==> src/rtl/cook_timer.sv <==
// cook_timer: microwave-style BCD countdown timer with keypad entry, pause and a timed done alarm.
module cook_timer #(
   parameter int DONE_SECS = 5
) (
   input  logic       clk,
   input  logic       reset,
   input  logic       tick,
   input  logic [3:0] in,
   input  logic       pushButton,
   input  logic       onOff,
   output logic [3:0] min_tens,
   output logic [3:0] min_ones,
   output logic [3:0] sec_tens,
   output logic [3:0] sec_ones,
   output logic       heating,
   output logic       done,
   output logic [1:0] state
);
   localparam int CW = $clog2(DONE_SECS + 1);
   typedef enum logic [1:0] {IDLE = 2'd0, RUN = 2'd1, PAUSE = 2'd2, DONE = 2'd3} state_t;
   state_t state_q, state_d;
   logic [3:0] mt_q, mt_d, mo_q, mo_d, st_q, st_d, so_q, so_d;
   logic [3:0] dec_mt, dec_mo, dec_st, dec_so;
   logic [CW-1:0] cnt_q, cnt_d, cnt_inc;
   logic pb_q, pb_d, heating_q, heating_d, done_q, done_d;
   logic press, is_zero, dec_zero;
   assign press = pushButton & ~pb_q;
   assign is_zero = {mt_q, mo_q, st_q, so_q} == 16'h0000;
   assign cnt_inc = cnt_q + 1'b1;
   // One-second BCD borrow chain; only used while the time is nonzero.
   always_comb begin
      dec_so = (so_q != 4'd0) ? so_q - 4'd1 : 4'd9;
      dec_st = (so_q != 4'd0) ? st_q : (st_q != 4'd0) ? st_q - 4'd1 : 4'd5;
      dec_mo = (so_q != 4'd0 || st_q != 4'd0) ? mo_q : (mo_q != 4'd0) ? mo_q - 4'd1 : 4'd9;
      dec_mt = (so_q != 4'd0 || st_q != 4'd0 || mo_q != 4'd0) ? mt_q : mt_q - 4'd1;
      dec_zero = {dec_mt, dec_mo, dec_st, dec_so} == 16'h0000;
   end
   always_comb begin
      state_d = state_q;
      mt_d = mt_q;
      mo_d = mo_q;
      st_d = st_q;
      so_d = so_q;
      cnt_d = cnt_q;
      pb_d = pushButton;
      case (state_q)
         IDLE: begin
            if (press && in <= 4'd9) begin
               mt_d = mo_q;
               mo_d = st_q;
               st_d = so_q;
               so_d = in;
            end else if (press && in == 4'hA && !is_zero) begin
               state_d = RUN;
            end else if (press && in == 4'hC) begin
               {mt_d, mo_d, st_d, so_d} = 16'h0000;
            end
         end
         RUN: begin
            if (press && in == 4'hC) begin
               state_d = IDLE;
               {mt_d, mo_d, st_d, so_d} = 16'h0000;
            end else if (onOff) begin
               state_d = PAUSE;
            end else if (tick) begin
               {mt_d, mo_d, st_d, so_d} = {dec_mt, dec_mo, dec_st, dec_so};
               state_d = dec_zero ? DONE : RUN;
               cnt_d = '0;
            end
         end
         PAUSE: begin
            if (press && in == 4'hC) begin
               state_d = IDLE;
               {mt_d, mo_d, st_d, so_d} = 16'h0000;
            end else if (press && in == 4'hA && !onOff) begin
               state_d = RUN;
            end
         end
         default: begin
            if (press) begin
               state_d = IDLE;
            end else if (tick) begin
               cnt_d = cnt_inc;
               state_d = (cnt_inc == CW'(DONE_SECS)) ? IDLE : DONE;
            end
         end
      endcase
      heating_d = state_d == RUN;
      done_d = state_d == DONE;
   end
   always_ff @(posedge clk) begin
      pb_q <= pb_d;
      if (reset) begin
         state_q <= IDLE;
         {mt_q, mo_q, st_q, so_q} <= 16'h0000;
         cnt_q <= '0;
         heating_q <= 1'b0;
         done_q <= 1'b0;
      end else begin
         state_q <= state_d;
         {mt_q, mo_q, st_q, so_q} <= {mt_d, mo_d, st_d, so_d};
         cnt_q <= cnt_d;
         heating_q <= heating_d;
         done_q <= done_d;
      end
   end
   assign min_tens = mt_q;
   assign min_ones = mo_q;
   assign sec_tens = st_q;
   assign sec_ones = so_q;
   assign heating = heating_q;
   assign done = done_q;
   assign state = state_q;
endmodule

==> config.mk <==
export PLATFORM = sky130hd
export DESIGN_NAME = cook_timer
export DESIGN_NICKNAME = d
export VERILOG_FILES = /design/src/rtl/cook_timer.sv
export SDC_FILE = /design/constraint.sdc
export NUM_CORES = 1
export LEC_CHECK = 0
export BUFFER_PORTS_ARGS = -buffer_cell sky130_fd_sc_hd__buf_2
export CAP_MARGIN = 10
export CORE_ASPECT_RATIO = 0.8
export CORE_UTILIZATION = 60
export CTS_BUF_LIST = sky130_fd_sc_hd__clkbuf_4
export DETAILED_ROUTE_END_ITERATION = 7
export PLACE_DENSITY = 0.85
export SKIP_LAST_GASP = 1
export SLEW_MARGIN = 20
export SYNTH_ARGS = -nofsm -noshare
export SYNTH_HDL_FRONTEND = slang
export SYNTH_SLANG_ARGS = --single-unit
==> constraint.sdc <==
create_clock -name clk -period 3.19 [get_ports clk]
set_clock_uncertainty 0.1 [all_clocks]
set_input_delay 0.1595 -clock clk [delete_from_list [all_inputs] [get_ports clk]]
set_output_delay 0.1595 -clock clk [all_outputs]
set_load 0.05 [all_outputs]
### Word level (Yosys, flattened, before mapping)

Index checks and enable logic that the tools add are counted.

| operators by class | value |
|---|---|
| add/sub/neg operators | 5 |
| $lt $le $gt $ge | 1 |
| equality and inequality tests | 13 |
| mux-type cells | 52 |
| bitwise operators | 3 |
| reduce and logical (&&, ||, !) cells | 19 |

Operators by type and width:

| kind | number |
|---|---|
| $mux 4 | 30 |
| $pmux 4 s3 | 4 |
| $logic_not 16->1 | 2 |
| $mux 2 | 11 |
| $sub 4x1->4 const B | 4 |
| $mux 3 | 5 |
| $reduce_bool 4->1 | 3 |
| $ne 3x3->1 const B | 3 |
| $eq 4x4->1 const B | 2 |
| $pmux 2 s3 | 1 |
| $pmux 3 s2 | 1 |
| $logic_and 1x1->1 | 5 |
| $reduce_and 5->1 | 1 |
| $eq 2x1->1 const B | 2 |
| $eq 2x2->1 const B | 2 |
| $le 4x4->1 const B | 1 |
| $ne 2x2->1 const B | 2 |
| $reduce_and 4->1 | 1 |
| $add 3x1->3 const B | 1 |
| $eq 3x3->1 const B | 1 |
| $reduce_bool 3->1 | 1 |
| $logic_not 1->1 | 2 |
| $logic_not 2->1 | 1 |
| $logic_or 1x1->1 | 2 |
| 4 further kinds | 5 |

| storage, ports and cells | value |
|---|---|
| flip-flop bits (word level) | 24 |
| bits of input ports | 9 |
| word-level logic and storage cells | 102 |

### Depth between registers and ports, before layout

| depth | value |
|---|---|
| depth in word-level cells | 11 |
| gate-level depth with buffers | 8 |
| gate-level depth less buffers | 8 |

### Least setup slack after synthesis

OpenSTA, ideal clock, no wires.

| path | value |
|---|---|
| path kind | register to register |
| start point | reg so_q[0] (netlist: sec_ones[0]) |
| end point | reg mo_q[2] (netlist: min_ones[2]) |
| library setup time | 0.091 ns |
| arrival | 2.328 ns |
| slack | 0.671 ns |
| cell stages (with the launch flop) | 7 |
| buffers on the path | 2 |
| clock period less this slack | 2.519 ns |
| cells stage by stage | dfxtp_1 -> buf_2 -> or4_1 -> buf_2 -> or4_4 -> or3_1 -> a311oi_1 |

| on the way | value |
|---|---|
| word-level cells in the longest chain between the ends | 7 |

RTL lines:

| what | RTL line | RTL |
|---|---|---|
| start, declared | 22 | `logic [3:0] mt_q, mt_d, mo_q, mo_d, st_q, st_d, so_q, so_d;` |
| start signal, assigned | 101 | `{mt_q, mo_q, st_q, so_q} <= {mt_d, mo_d, st_d, so_d};` |
| $reduce_bool 4->1 | 34 | `dec_mo = (so_q != 4'd0 \|\| st_q != 4'd0) ? mo_q : (mo_q != 4'd0) ? mo_q - 4'd1 : 4'd9;` |
| $logic_or 1x1->1 | 34 |  |
| $mux 4 | 34 |  |
| $mux 4 | 65 | `end else if (tick) begin` |
| $mux 4 | 63 | `end else if (onOff) begin` |
| $mux 4 | 60 | `if (press && in == 4'hC) begin` |
| $pmux 4 s3 | 46 | `case (state_q)` |
| end signal, assigned | 101 |  |
| end, declared | 22 |  |

Parallel ways exist; a longest one is shown, timed or not. The select of a mux whose other input is x is not followed.
A chain may end at the register's enable or synchronous reset.

### Worst setup path after layout

| path | value |
|---|---|
| start point | reg so_q[2] (netlist: sec_ones[2]) |
| end point | reg mo_q[0] (netlist: min_ones[0]) |

The elaborated chain is that of the path after synthesis.

==> impl_metrics.ini <==
[pwr]
power_density_nw_per_um2 = 290
power_frac_seq_pct = 48.8
irDropWorstVdd_uv = 219
p_switching_w = 0.000243
comb_power_share_pct = 29.2
swShare_pct = 36.9
p_int_w = 0.000416
clkPwrFrac_pct = 22.0
leakagePower_nw = 0.929

[finish]
area_growth_pct = 8.88
utilization_pct = 71.0
nNetsFinal = 313
final_layout_size_suffix_gt1_share_pct = 14.9
n_antenna_cell = 0
fin_cells = 335

[route]
ant_nets = 0
wirelength_um = 6320
met2_wirelength_um = 2700
dr.pass1.iters = 5
wl_met3_um = 804
post_drt_via_cell_ratio = 7.26
post_drt_wl_per_cell_um = 18.9
dr.first_iter.drc_count = 329
highest_layer = met4
vias = 2432
wl_met1_um = 2670
drc = 0

[sta]
finalHoldViolCount = 0
rsz0062_at_grt = false
min_period_ns = 2.82
setup_viol_count_final = 0
slew_headroom_pct = 48.3
whs_ns = 0.0759
tns_ns = 0
period_share_pct = 88.4
fmax_mhz = 355
maxSlewViolCount = 0
worstMarginPinSlew_ns = 0.773

[global_routing]
grt_pass1_wl_um = 10100
gr-usage-all-layers_pct = 36.4
grt_pass1_vias = 2108
grt_max_degree = 26
grt.overflow.total = 0
antenna_found_initial = 0

[clocking]
cts.path.max_buffers = 2
clkSinkCount = 24
cts_root_buf = clkbuf_4
post-cts-setup-buffers = 0
numCtsBuffers = 3
htreeDepth = 1
cts_tree = done
clkTransAtPathRegs_ns = 0.14
clk-insertion-delay-late_ns = 0.32

[hold_path]
hp-class = in -> reg

[critical_path]
cp-start-kind = flop
crit_fanout = 14
criticalPathCategory = reg -> reg
cp_cell_sequence = nor4_2 -> nand4_1 -> a21oi_2 -> o211ai_1 -> a2111oi_0
cp-end-kind = flop
cp_top_family = compound AO/OA/AOI/OAI gates
path_buf_inv = 0
cp.required_ns = 3.29
critPathSlowestCell = a21oi_2
arrival_ns = 2.92
critical_path.max_stage_delay_ns = 0.62

[flow_run]
maxCapViolCount = 0

[die]
fp.dieArea_um2 = 3720
core-area_um2 = 3200
die_w_um = 67.9
rows = 18
pin_count = 29
die_h_um = 54.7
initial_core_util_pct = 65.2

[synth]
synth_warnings = 0
synth_flop_cell = dfxtp_1
synth_cell_types = 59
syn_nets = 295
synth-seq-cells = 24
synthCells = 278
synth_edf_count = 0
seq_area_frac_synth_pct = 23.0
synthesis.area_um2 = 2090
ys_async_sr_fraction_pct = 0
syn_avg_cell_area_um2 = 7.50

[run_status]
status = finished clean

[placed_design]
post-dp-hpwl_um = 4440
numPortBuffers = 28
placedCellCount = 330
globalplace.congestion = 1.00
==> sequential cells by signal, indices dropped and copies added (netlist names) <==
register / cells
cnt_q: 3
done: 1
heating: 1
min_ones: 4
min_tens: 4
pb_q: 1
sec_ones: 4
sec_tens: 4
state: 2
==> metal layers <==
layer / vias up / GRT usage, %
li1: 1127 / -
met1: 1101 / 50.0
met2: 186 / 53.4
met3: 18 / 10.8
met4: 0 / 12.8
met5: - / 0
==> repair_timing <==
action,in CTS,in global routing
resized for setup,0,0
hold endpoints to repair,1,0
hold buffers,1,0
==> per-stage QoR <==
| step | power, W | setup WS, ns | cell area (µm²) |
|---|---|---|---|
| floorplan | 0.000463 | 0.671 | 2090 |
| global placement | 0.000510 | 0.639 | 2230 |
| detailed placement | 0.000512 | 0.519 | 2230 |
| CTS | 0.000655 | 0.475 | 2270 |
| global route | 0.000690 | 0.0888 | 2270 |
| finish | 0.000659 | 0.371 | 2270 |
==> tightest hold or removal path, stage by stage <==
cell       delay (ns)
buf_2            0.11
a32oi_1          0.07
o2bb2ai_1        0.13
==> cell families after synthesis <==
kind of cell             synth area share (%)
multiplexers                             1.02
flip-flops                               23.0
XOR/XNOR                                0.840
AO/OA/AOI/OAI                            37.3
AND/OR/NAND/NOR                          26.0
adder cells (fa/ha/maj)                  4.80
buffers and inverters                    7.02
==> final cells by class <==
type / instances / area, µm²
Multi-Input combinational cell: 217 / 1460
Fill cell: 281 / 927
Sequential cell: 24 / 480
Timing Repair Buffer: 36 / 203
Inverter: 14 / 52.6
Tap cell: 40 / 50.0
Clock buffer: 3 / 22.5
Clock inverter: 1 / 3.75
==> synthesized netlist by cell type, drive strengths merged, types with 4 or more instances <==
cell type | count | area share (%)
a22oi | 6 | 2.2
and3 | 4 | 1.2
nand3b | 4 | 1.4
buf | 4 | 1.1
or4 | 4 | 1.6
o21ai | 17 | 4.1
or3 | 5 | 1.5
nor2 | 17 | 3.1
a2111oi | 6 | 2.8
nand3 | 5 | 1.2
a31oi | 7 | 2.1
a21o | 8 | 2.9
o2bb2ai | 4 | 1.7
nor3 | 12 | 2.9
inv | 13 | 2.3
nor4 | 10 | 3.6
a311oi | 4 | 1.7
clkbuf | 19 | 3.4
a21oi | 22 | 5.5
nand2 | 15 | 2.7
ha | 8 | 4.8
a211oi | 8 | 2.9
o41ai | 5 | 2.1
dfxtp | 24 | 23
==> cell usage in the layout, fill, tap and decap left out, types with 4 or more instances in the layout <==
cell type	count
a2111oi_0	5
a211oi_1	8
a21o_1	8
a21oi_1	21
a22oi_1	6
a311oi_1	4
a31oi_1	7
and3_1	4
buf_2	28
buf_4	7
dfxtp_1	24
ha_1	8
inv_1	13
nand2_1	15
nand3_1	5
nand3b_1	4
nor2_1	17
nor3_1	12
nor4_1	8
o21ai_0	14
o2bb2ai_1	4
o41ai_1	5
or3_1	5
==> final timing paths <==
path	slack (ns)	start	depth (start not counted)	endpoint
worst max-delay path	0.37	sec_ones[2]	5	min_ones[0]
worst min-delay path	0.08	in[0]	3	sec_ones[0]
worst max register to register	0.37	sec_ones[2]	5	min_ones[0]
worst min register to register	0.39	cnt_q[1]	2	cnt_q[1]
==> power by group through the flow <==
stage	clock, W	combinational, W	sequential (W)
3_5_place_dp	0	0.000185	0.000327
6_report	0.000145	0.000192	0.000321
5_1_grt	0.000161	0.000207	0.000322
3_3_place_gp	0	0.000183	0.000327
2_1_floorplan	0	0.000119	0.000344
4_1_cts	0.000148	0.000186	0.000321
(Power assumes the default switching activity.)
